[config.mk]
export PLATFORM = sky130hd
export DESIGN_NAME = fir_decimator_flat
export DESIGN_NICKNAME = d
export VERILOG_FILES = /design/src/rtl/fir_pkg.sv /design/src/rtl/fir_decimator_if.sv /design/src/rtl/sync_fifo.sv /design/src/rtl/fir_decimator.sv /design/src/flat_wrapper.sv
export SDC_FILE = /design/constraint.sdc
export NUM_CORES = 1
export LEC_CHECK = 0
export CORE_ASPECT_RATIO = 0.5
export CORE_MARGIN = 2
export CORE_UTILIZATION = 30
export CTS_BUF_LIST = sky130_fd_sc_hd__clkbuf_16
export DETAILED_ROUTE_END_ITERATION = 10
export DONT_BUFFER_PORTS = 1
export PLACE_DENSITY_LB_ADDON = 0.08
export SLEW_MARGIN = 20
export SYNTH_ARGS = -nofsm -noshare
export SYNTH_HDL_FRONTEND = slang
export SYNTH_SLANG_ARGS = --single-unit
[constraint.sdc]
create_clock -name clk -period 2.4 [get_ports clk]
set_input_delay 0.24 -clock clk [delete_from_list [all_inputs] [get_ports clk]]
set_output_delay 0.24 -clock clk [all_outputs]
set_load 0.1 [all_outputs]
[src/rtl/fir_pkg.sv]
// Shared definitions for the FIR filter chain: sample width, sample type, and clog2.
package fir_pkg;

    localparam int unsigned SAMPLE_W = 16;

    typedef logic signed [SAMPLE_W-1:0] sample_t;

    function automatic int unsigned clog2(input int unsigned value);
        int unsigned result;
        result = 0;
        while ((32'd1 << result) < value) begin
            result = result + 1;
        end
        return result;
    endfunction

endpackage

[src/rtl/fir_decimator_if.sv]
// Sample-in / decimated-out bundle for fir_decimator; master drives inputs, slave is the decimator.
interface fir_decimator_if
    import fir_pkg::*;
#(
    parameter int unsigned WIDTH      = SAMPLE_W,
    parameter int unsigned FIFO_DEPTH = 4
) ();

    localparam int unsigned CNT_W = clog2(FIFO_DEPTH) + 1;

    logic signed [WIDTH-1:0] in_data;
    logic                    in_valid;
    logic                    sync;
    logic signed [WIDTH-1:0] out_data;
    logic                    out_valid;
    logic                    out_ready;
    logic [CNT_W-1:0]        fifo_count;
    logic                    ovf;

    modport master (
        output in_data, in_valid, sync, out_ready,
        input  out_data, out_valid, fifo_count, ovf
    );

    modport slave (
        input  in_data, in_valid, sync, out_ready,
        output out_data, out_valid, fifo_count, ovf
    );

endinterface

[src/rtl/sync_fifo.sv]
// First-word-fall-through synchronous FIFO with a registered head word and registered flags.
module sync_fifo
    import fir_pkg::*;
#(
    parameter int unsigned WIDTH = SAMPLE_W,
    parameter int unsigned DEPTH = 4
) (
    input  logic                   clk,
    input  logic                   rst,
    input  logic                   push,
    input  logic [WIDTH-1:0]       wdata,
    input  logic                   pop,
    output logic [WIDTH-1:0]       rdata,
    output logic                   full,
    output logic                   empty,
    output logic [clog2(DEPTH):0]  count
);

    localparam int unsigned PTR_W = clog2(DEPTH);
    localparam int unsigned CNT_W = PTR_W + 1;

    logic [WIDTH-1:0] mem [DEPTH];
    logic [PTR_W-1:0] wr_ptr;
    logic [PTR_W-1:0] rd_ptr;
    logic [PTR_W-1:0] rd_next_c;
    logic [CNT_W-1:0] count_next_c;
    logic             do_push_c;
    logic             do_pop_c;

    // A full FIFO still takes a push when the head leaves in the same cycle.
    always_comb begin
        do_pop_c     = 1'b0;
        do_push_c    = 1'b0;
        rd_next_c    = rd_ptr + PTR_W'(1);
        count_next_c = count;
        do_pop_c     = pop & ~empty;
        do_push_c    = push & (~full | do_pop_c);
        count_next_c = count + CNT_W'(do_push_c) - CNT_W'(do_pop_c);
    end

    always_ff @(posedge clk) begin
        if (do_push_c) begin
            mem[wr_ptr] <= wdata;
        end
    end

    always_ff @(posedge clk) begin
        if (rst) begin
            wr_ptr <= '0;
            rd_ptr <= '0;
            count  <= '0;
            rdata  <= '0;
            full   <= 1'b0;
            empty  <= 1'b1;
        end else begin
            if (do_push_c) begin
                wr_ptr <= wr_ptr + PTR_W'(1);
            end
            if (do_pop_c) begin
                rd_ptr <= rd_next_c;
            end
            count <= count_next_c;
            full  <= (count_next_c == CNT_W'(DEPTH));
            empty <= (count_next_c == '0);
            // Head register: next stored entry on pop, or the incoming word when it becomes the head.
            if (do_pop_c && (count > CNT_W'(1))) begin
                rdata <= mem[rd_next_c];
            end else if (do_push_c && (empty || do_pop_c)) begin
                rdata <= wdata;
            end
        end
    end

endmodule

[src/rtl/fir_decimator.sv]
// Integrate-and-dump decimator: averages DECIM valid samples into one result, buffered in an output FIFO.
module fir_decimator
    import fir_pkg::*;
#(
    parameter int unsigned WIDTH      = SAMPLE_W,
    parameter int unsigned DECIM      = 4,
    parameter int unsigned FIFO_DEPTH = 4
) (
    input  logic             clk,
    input  logic             rst,
    fir_decimator_if.slave   bus
);

    localparam int unsigned LOG2D = clog2(DECIM);
    localparam int unsigned ACC_W = WIDTH + LOG2D;
    localparam int unsigned CNT_W = clog2(FIFO_DEPTH) + 1;

    logic signed [ACC_W-1:0] acc;
    logic [LOG2D-1:0]        phase;
    logic signed [ACC_W-1:0] in_ext_c;
    logic signed [ACC_W-1:0] sum_c;
    logic signed [ACC_W-1:0] shifted_c;
    logic [WIDTH-1:0]        result_c;
    logic                    last_c;
    logic                    dump_c;
    logic                    drop_c;
    logic [WIDTH-1:0]        head;
    logic                    full;
    logic                    empty;
    logic [CNT_W-1:0]        count;

    // Sum is one bit-growth wider per halving, so the floor-shifted average always fits WIDTH.
    always_comb begin
        in_ext_c  = '0;
        sum_c     = '0;
        shifted_c = '0;
        result_c  = '0;
        last_c    = 1'b0;
        dump_c    = 1'b0;
        drop_c    = 1'b0;
        in_ext_c  = $signed({{LOG2D{bus.in_data[WIDTH-1]}}, bus.in_data});
        sum_c     = acc + in_ext_c;
        shifted_c = sum_c >>> LOG2D;
        result_c  = shifted_c[WIDTH-1:0];
        last_c    = (phase == LOG2D'(DECIM - 1));
        dump_c    = bus.in_valid & ~bus.sync & last_c;
        drop_c    = dump_c & full & ~bus.out_ready;
    end

    always_ff @(posedge clk) begin
        if (rst || bus.sync) begin
            acc   <= '0;
            phase <= '0;
        end else if (bus.in_valid) begin
            if (last_c) begin
                acc   <= '0;
                phase <= '0;
            end else begin
                acc   <= sum_c;
                phase <= phase + LOG2D'(1);
            end
        end
    end

    always_ff @(posedge clk) begin
        if (rst) begin
            bus.ovf <= 1'b0;
        end else if (drop_c) begin
            bus.ovf <= 1'b1;
        end
    end

    sync_fifo #(
        .WIDTH (WIDTH),
        .DEPTH (FIFO_DEPTH)
    ) u_fifo (
        .clk   (clk),
        .rst   (rst),
        .push  (dump_c),
        .wdata (result_c),
        .pop   (bus.out_ready),
        .rdata (head),
        .full  (full),
        .empty (empty),
        .count (count)
    );

    assign bus.out_data   = $signed(head);
    assign bus.out_valid  = ~empty;
    assign bus.fifo_count = count;

endmodule

[src/flat_wrapper.sv]
// flat-port wrapper written by rule: the top's interface ports become plain ports
module fir_decimator_flat import fir_pkg::*;
#(
    parameter int unsigned WIDTH      = SAMPLE_W,
    parameter int unsigned DECIM      = 4,
    parameter int unsigned FIFO_DEPTH = 4
)
  (clk, rst, bus_in_data, bus_in_valid, bus_sync, bus_out_ready, bus_out_data, bus_out_valid, bus_fifo_count, bus_ovf);
  fir_decimator_if #(.WIDTH(WIDTH), .FIFO_DEPTH(FIFO_DEPTH)) bus_i ();
  input  logic clk;
  input  logic rst;
  input wire logic [$bits(bus_i.in_data)-1:0] bus_in_data;
  input wire logic [$bits(bus_i.in_valid)-1:0] bus_in_valid;
  input wire logic [$bits(bus_i.sync)-1:0] bus_sync;
  input wire logic [$bits(bus_i.out_ready)-1:0] bus_out_ready;
  output wire logic [$bits(bus_i.out_data)-1:0] bus_out_data;
  output wire logic [$bits(bus_i.out_valid)-1:0] bus_out_valid;
  output wire logic [$bits(bus_i.fifo_count)-1:0] bus_fifo_count;
  output wire logic [$bits(bus_i.ovf)-1:0] bus_ovf;
  assign bus_i.in_data = bus_in_data;
  assign bus_i.in_valid = bus_in_valid;
  assign bus_i.sync = bus_sync;
  assign bus_i.out_ready = bus_out_ready;
  assign bus_out_data = bus_i.out_data;
  assign bus_out_valid = bus_i.out_valid;
  assign bus_fifo_count = bus_i.fifo_count;
  assign bus_ovf = bus_i.ovf;
  fir_decimator #(.WIDTH(WIDTH), .DECIM(DECIM), .FIFO_DEPTH(FIFO_DEPTH)) u_core (.clk(clk), .rst(rst), .bus(bus_i));
endmodule
==> run_results.csv <==
group,metric,value,unit
run_status,status,"finished with violations",
run_status,failed_checks,"negative setup slack",
placement,port-buffer-count,0,
worst_hold_path,hold_path_class,"in2reg",
floorplanning,num_rows,33,
synthesis,synth.distinct_cells,57,
sta,finalCriticalPeriod,2.43,ns
floorplanning,die_area,0.0185,mm^2
global_routing,grt_pass1_vias,3766,
pwr,power.density,805,mW/mm^2
cells_and_area,fillCellCount,1601,
synthesis,synth_flop_cell,"edfxtp_1",
synthesis,synth.top_cells.by_count,"edfxtp_1, nor2_1, dfxtp_1, nand2_1, ha_1",
floorplanning,die_w,190,um
synthesis,avgSynthCellArea,11.7,um^2
sta,slew_violations,0,
flow_run,cap_violations,0,
synthesis,yosys.area.top_type_share,36.9,%
cells_and_area,postLayoutCoreUtil,41.0,%
sta,rsz0062_at_grt,"yes",
placement,place_congestion,0.760,
synthesis,yosys_warnings,0,
clock_tree,numCtsBuffers,9,
synthesis,async_flop_share,0,%
sta,setup_viol,2,
synthesis,yosys_register_bits,110,
floorplanning,die_h,97.2,um
pwr,leakagePower,2.57,nW
setup_path,endpoint_kind,"register",
floorplanning,start_util,31.2,%
clock_tree,cts_tree,"done",
sta,fin_tns_setup,-0.0497,ns
floorplanning,fp.coreArea,0.0167,mm^2
synthesis,synth_nets,495,
synthesis,synth_edf_count,64,
synthesis,syn_area,0.00521,mm^2
route,via_per_inst,4.85,
synthesis,syn_inst,446,
global_routing,grt_max_degree,25,
cells_and_area,drive_gt1_share,37.5,%
clock_tree,cts_sinks,110,
setup_path,required,2.62,ns
clock_tree,insertion_delay,0.35,ns
global_routing,antenna_found_initial,1,
setup_path,critical_path_class,"reg2reg",
clock_tree,clock_path_buffers,2,
placement,dp_hpwl,9860,um
route,wl_per_cell,18.5,um
synthesis,synth_top_cell_by_area,"edfxtp_1",
synthesis,yosys-top-cells-area,"edfxtp_1, dfxtp_1, mux4_2",
setup_path,cpMaxStageDelayCell,"or3_4",
route,drc,0,
route,wl,14200,um
setup_path,cp-start-kind,"register",
sta,final.period_utilization,101,%
setup_path,cp_max_fo,3,
synthesis,ys_seq_area_share,54.6,%
clock_tree,htreeDepth,3,
sta,clock_skew,0.0108,ns
cells_and_area,syn_to_final_growth,31.5,%
synthesis,yosysMostFrequentCell,"edfxtp_1",
global_routing,grtUsageTotal,15.9,%
sta,hold_ws,0.0372,ns
route,drtAntennaViolNets,0,
clock_tree,clockRootBuffer,"clkbuf_16",
global_routing,grt_pass1_wl,22100,um
sta,fmax,412,MHz
sta,relSlewSlack,37.6,%
route,drt-pass1-iter-count,4,
route,drtIter0Drc,205,
pwr,vdd_ir_drop_max,0.520,mV
setup_path,cp_num_buf_inv,1,
sta,setup_slack,-0.0294,ns
cells_and_area,layout.nets,585,
setup_path,cp_top_family,"compound AO/OA/AOI/OAI gates",
setup_path,cp_slowest_stage_delay,0.41,ns
cells_and_area,final_area,0.00685,mm^2
sta,finalHoldViolations,0,
placement,post-place-ws,-0.197,ns
setup_path,worstPathArrival,2.65,ns
global_routing,grt-ovfl-total,0,
floorplanning,io_pins,42,
cells_and_area,diodes,0,
setup_path,path_cells,"ha_4 > a21oi_1 > and2_1 > a211o_1 > a31oi_4 > or3_4 > buf_4 > a2111oi_2 > a211oi_1",
placement,dpl-instance-area,0.00613,mm^2
route,vias,3723,
clock_tree,clk_pin_slew,0.08,ns
sta,worst_slew_pin_slew,0.933,ns
metal layers:
layer | part of all wire, % | global-route usage [%]
met5 | 0 | 0
met4 | 0.39 | 3.40
met3 | 6.3 | 4.01
met2 | 44 | 23.0
met1 | 50 | 23.7
repair_timing:
action / CTS / global route
hold endpoints to repair: 18 / 0
setup endpoints to repair: 45 / 46
pin swaps: 17 / 34
setup buffers: 2 / 8
resized for setup: 35 / 42
hold buffers: 1 / 0
placed cells by master, fill, tap and decap left out, types with 3 or more instances in the layout:
master / netlist / final
a211oi_1: 4 / 3
a21o_1: 4 / 4
a21oi_1: 22 / 17
a21oi_2: 1 / 4
a22oi_1: 9 / 9
a311oi_1: 6 / 4
a311oi_2: 1 / 3
a31oi_1: 6 / 5
and2_1: 9 / 7
and3_1: 4 / 4
buf_4: 0 / 97
clkbuf_16: 0 / 9
dfxtp_1: 46 / 35
dfxtp_2: 0 / 11
edfxtp_1: 64 / 64
ha_1: 26 / 16
ha_4: 0 / 9
inv_1: 21 / 19
mux4_2: 16 / 16
nand2_1: 30 / 25
nand2_2: 1 / 4
nand3_1: 17 / 16
nand4_1: 3 / 3
nor2_1: 47 / 45
nor3_1: 6 / 5
o211ai_1: 5 / 5
o21ai_0: 14 / 6
o21ai_1: 1 / 6
o21ai_2: 0 / 3
or3_1: 6 / 5
xnor2_1: 7 / 5
xor2_1: 8 / 7
through the flow:
stage,std cells,power (mW)
4_1_cts,761,5.50
5_1_grt,768,5.80
3_5_place_dp,742,3.97
6_report,768,5.51
2_1_floorplan,446,3.46
3_3_place_gp,742,3.97
path summary, 6_finish.rpt:
path | from | to | slack (ns) | depth (start not counted)
max | u_core.acc[4] | u_core.u_fifo.rdata[15] | -0.03 | 9
max reg2reg | u_core.acc[4] | u_core.u_fifo.rdata[15] | -0.03 | 9
min | rst | u_core.u_fifo.empty | 0.04 | 2
min reg2reg | u_core.u_fifo.rdata[3] | u_core.u_fifo.rdata[3] | 0.49 | 2
cells by family after synthesis:
kind of cell | synth area share (%)
muxes | 7.31
adders and majority gates | 7.02
AOI/OAI and AO/OA | 12.8
buffers and inverters | 3.17
DFF | 54.6
xor gates and xnor gates | 2.52
and+or+nand+nor | 12.5
flip-flops by register name (all words and copies together) (netlist names):
register and count:
u_core.u_fifo.full 1, u_core.u_fifo.count 3, u_core.u_fifo.rdata 16, u_core.u_fifo.wr_ptr 2, u_core.acc 18, u_core.u_fifo.empty 1
u_core.u_fifo.rd_ptr 2, u_core.u_fifo.mem 64, u_core.phase 2, u_core.bus.ovf 1
power breakdown:
part / internal, mW / total (mW) / switching (mW)
clock: 0.730 / 1.47 / 0.737
combinational: 0.619 / 1.82 / 1.21
sequential: 2.14 / 2.22 / 0.0873
total: 3.48 / 5.51 / 2.03
cell type report:
class                      instances  area (um^2)  area share, %
clock buffer                       9          225           3.29
clock inverter                     7         66.3          0.969
inverter                          21         82.6           1.21
multi-input combinational        293         2550           37.3
sequential                       110         2860           41.7
tap                              227          284           4.15
timing repair buffer             101          781           11.4
Power figures use the tool's default switching activity.
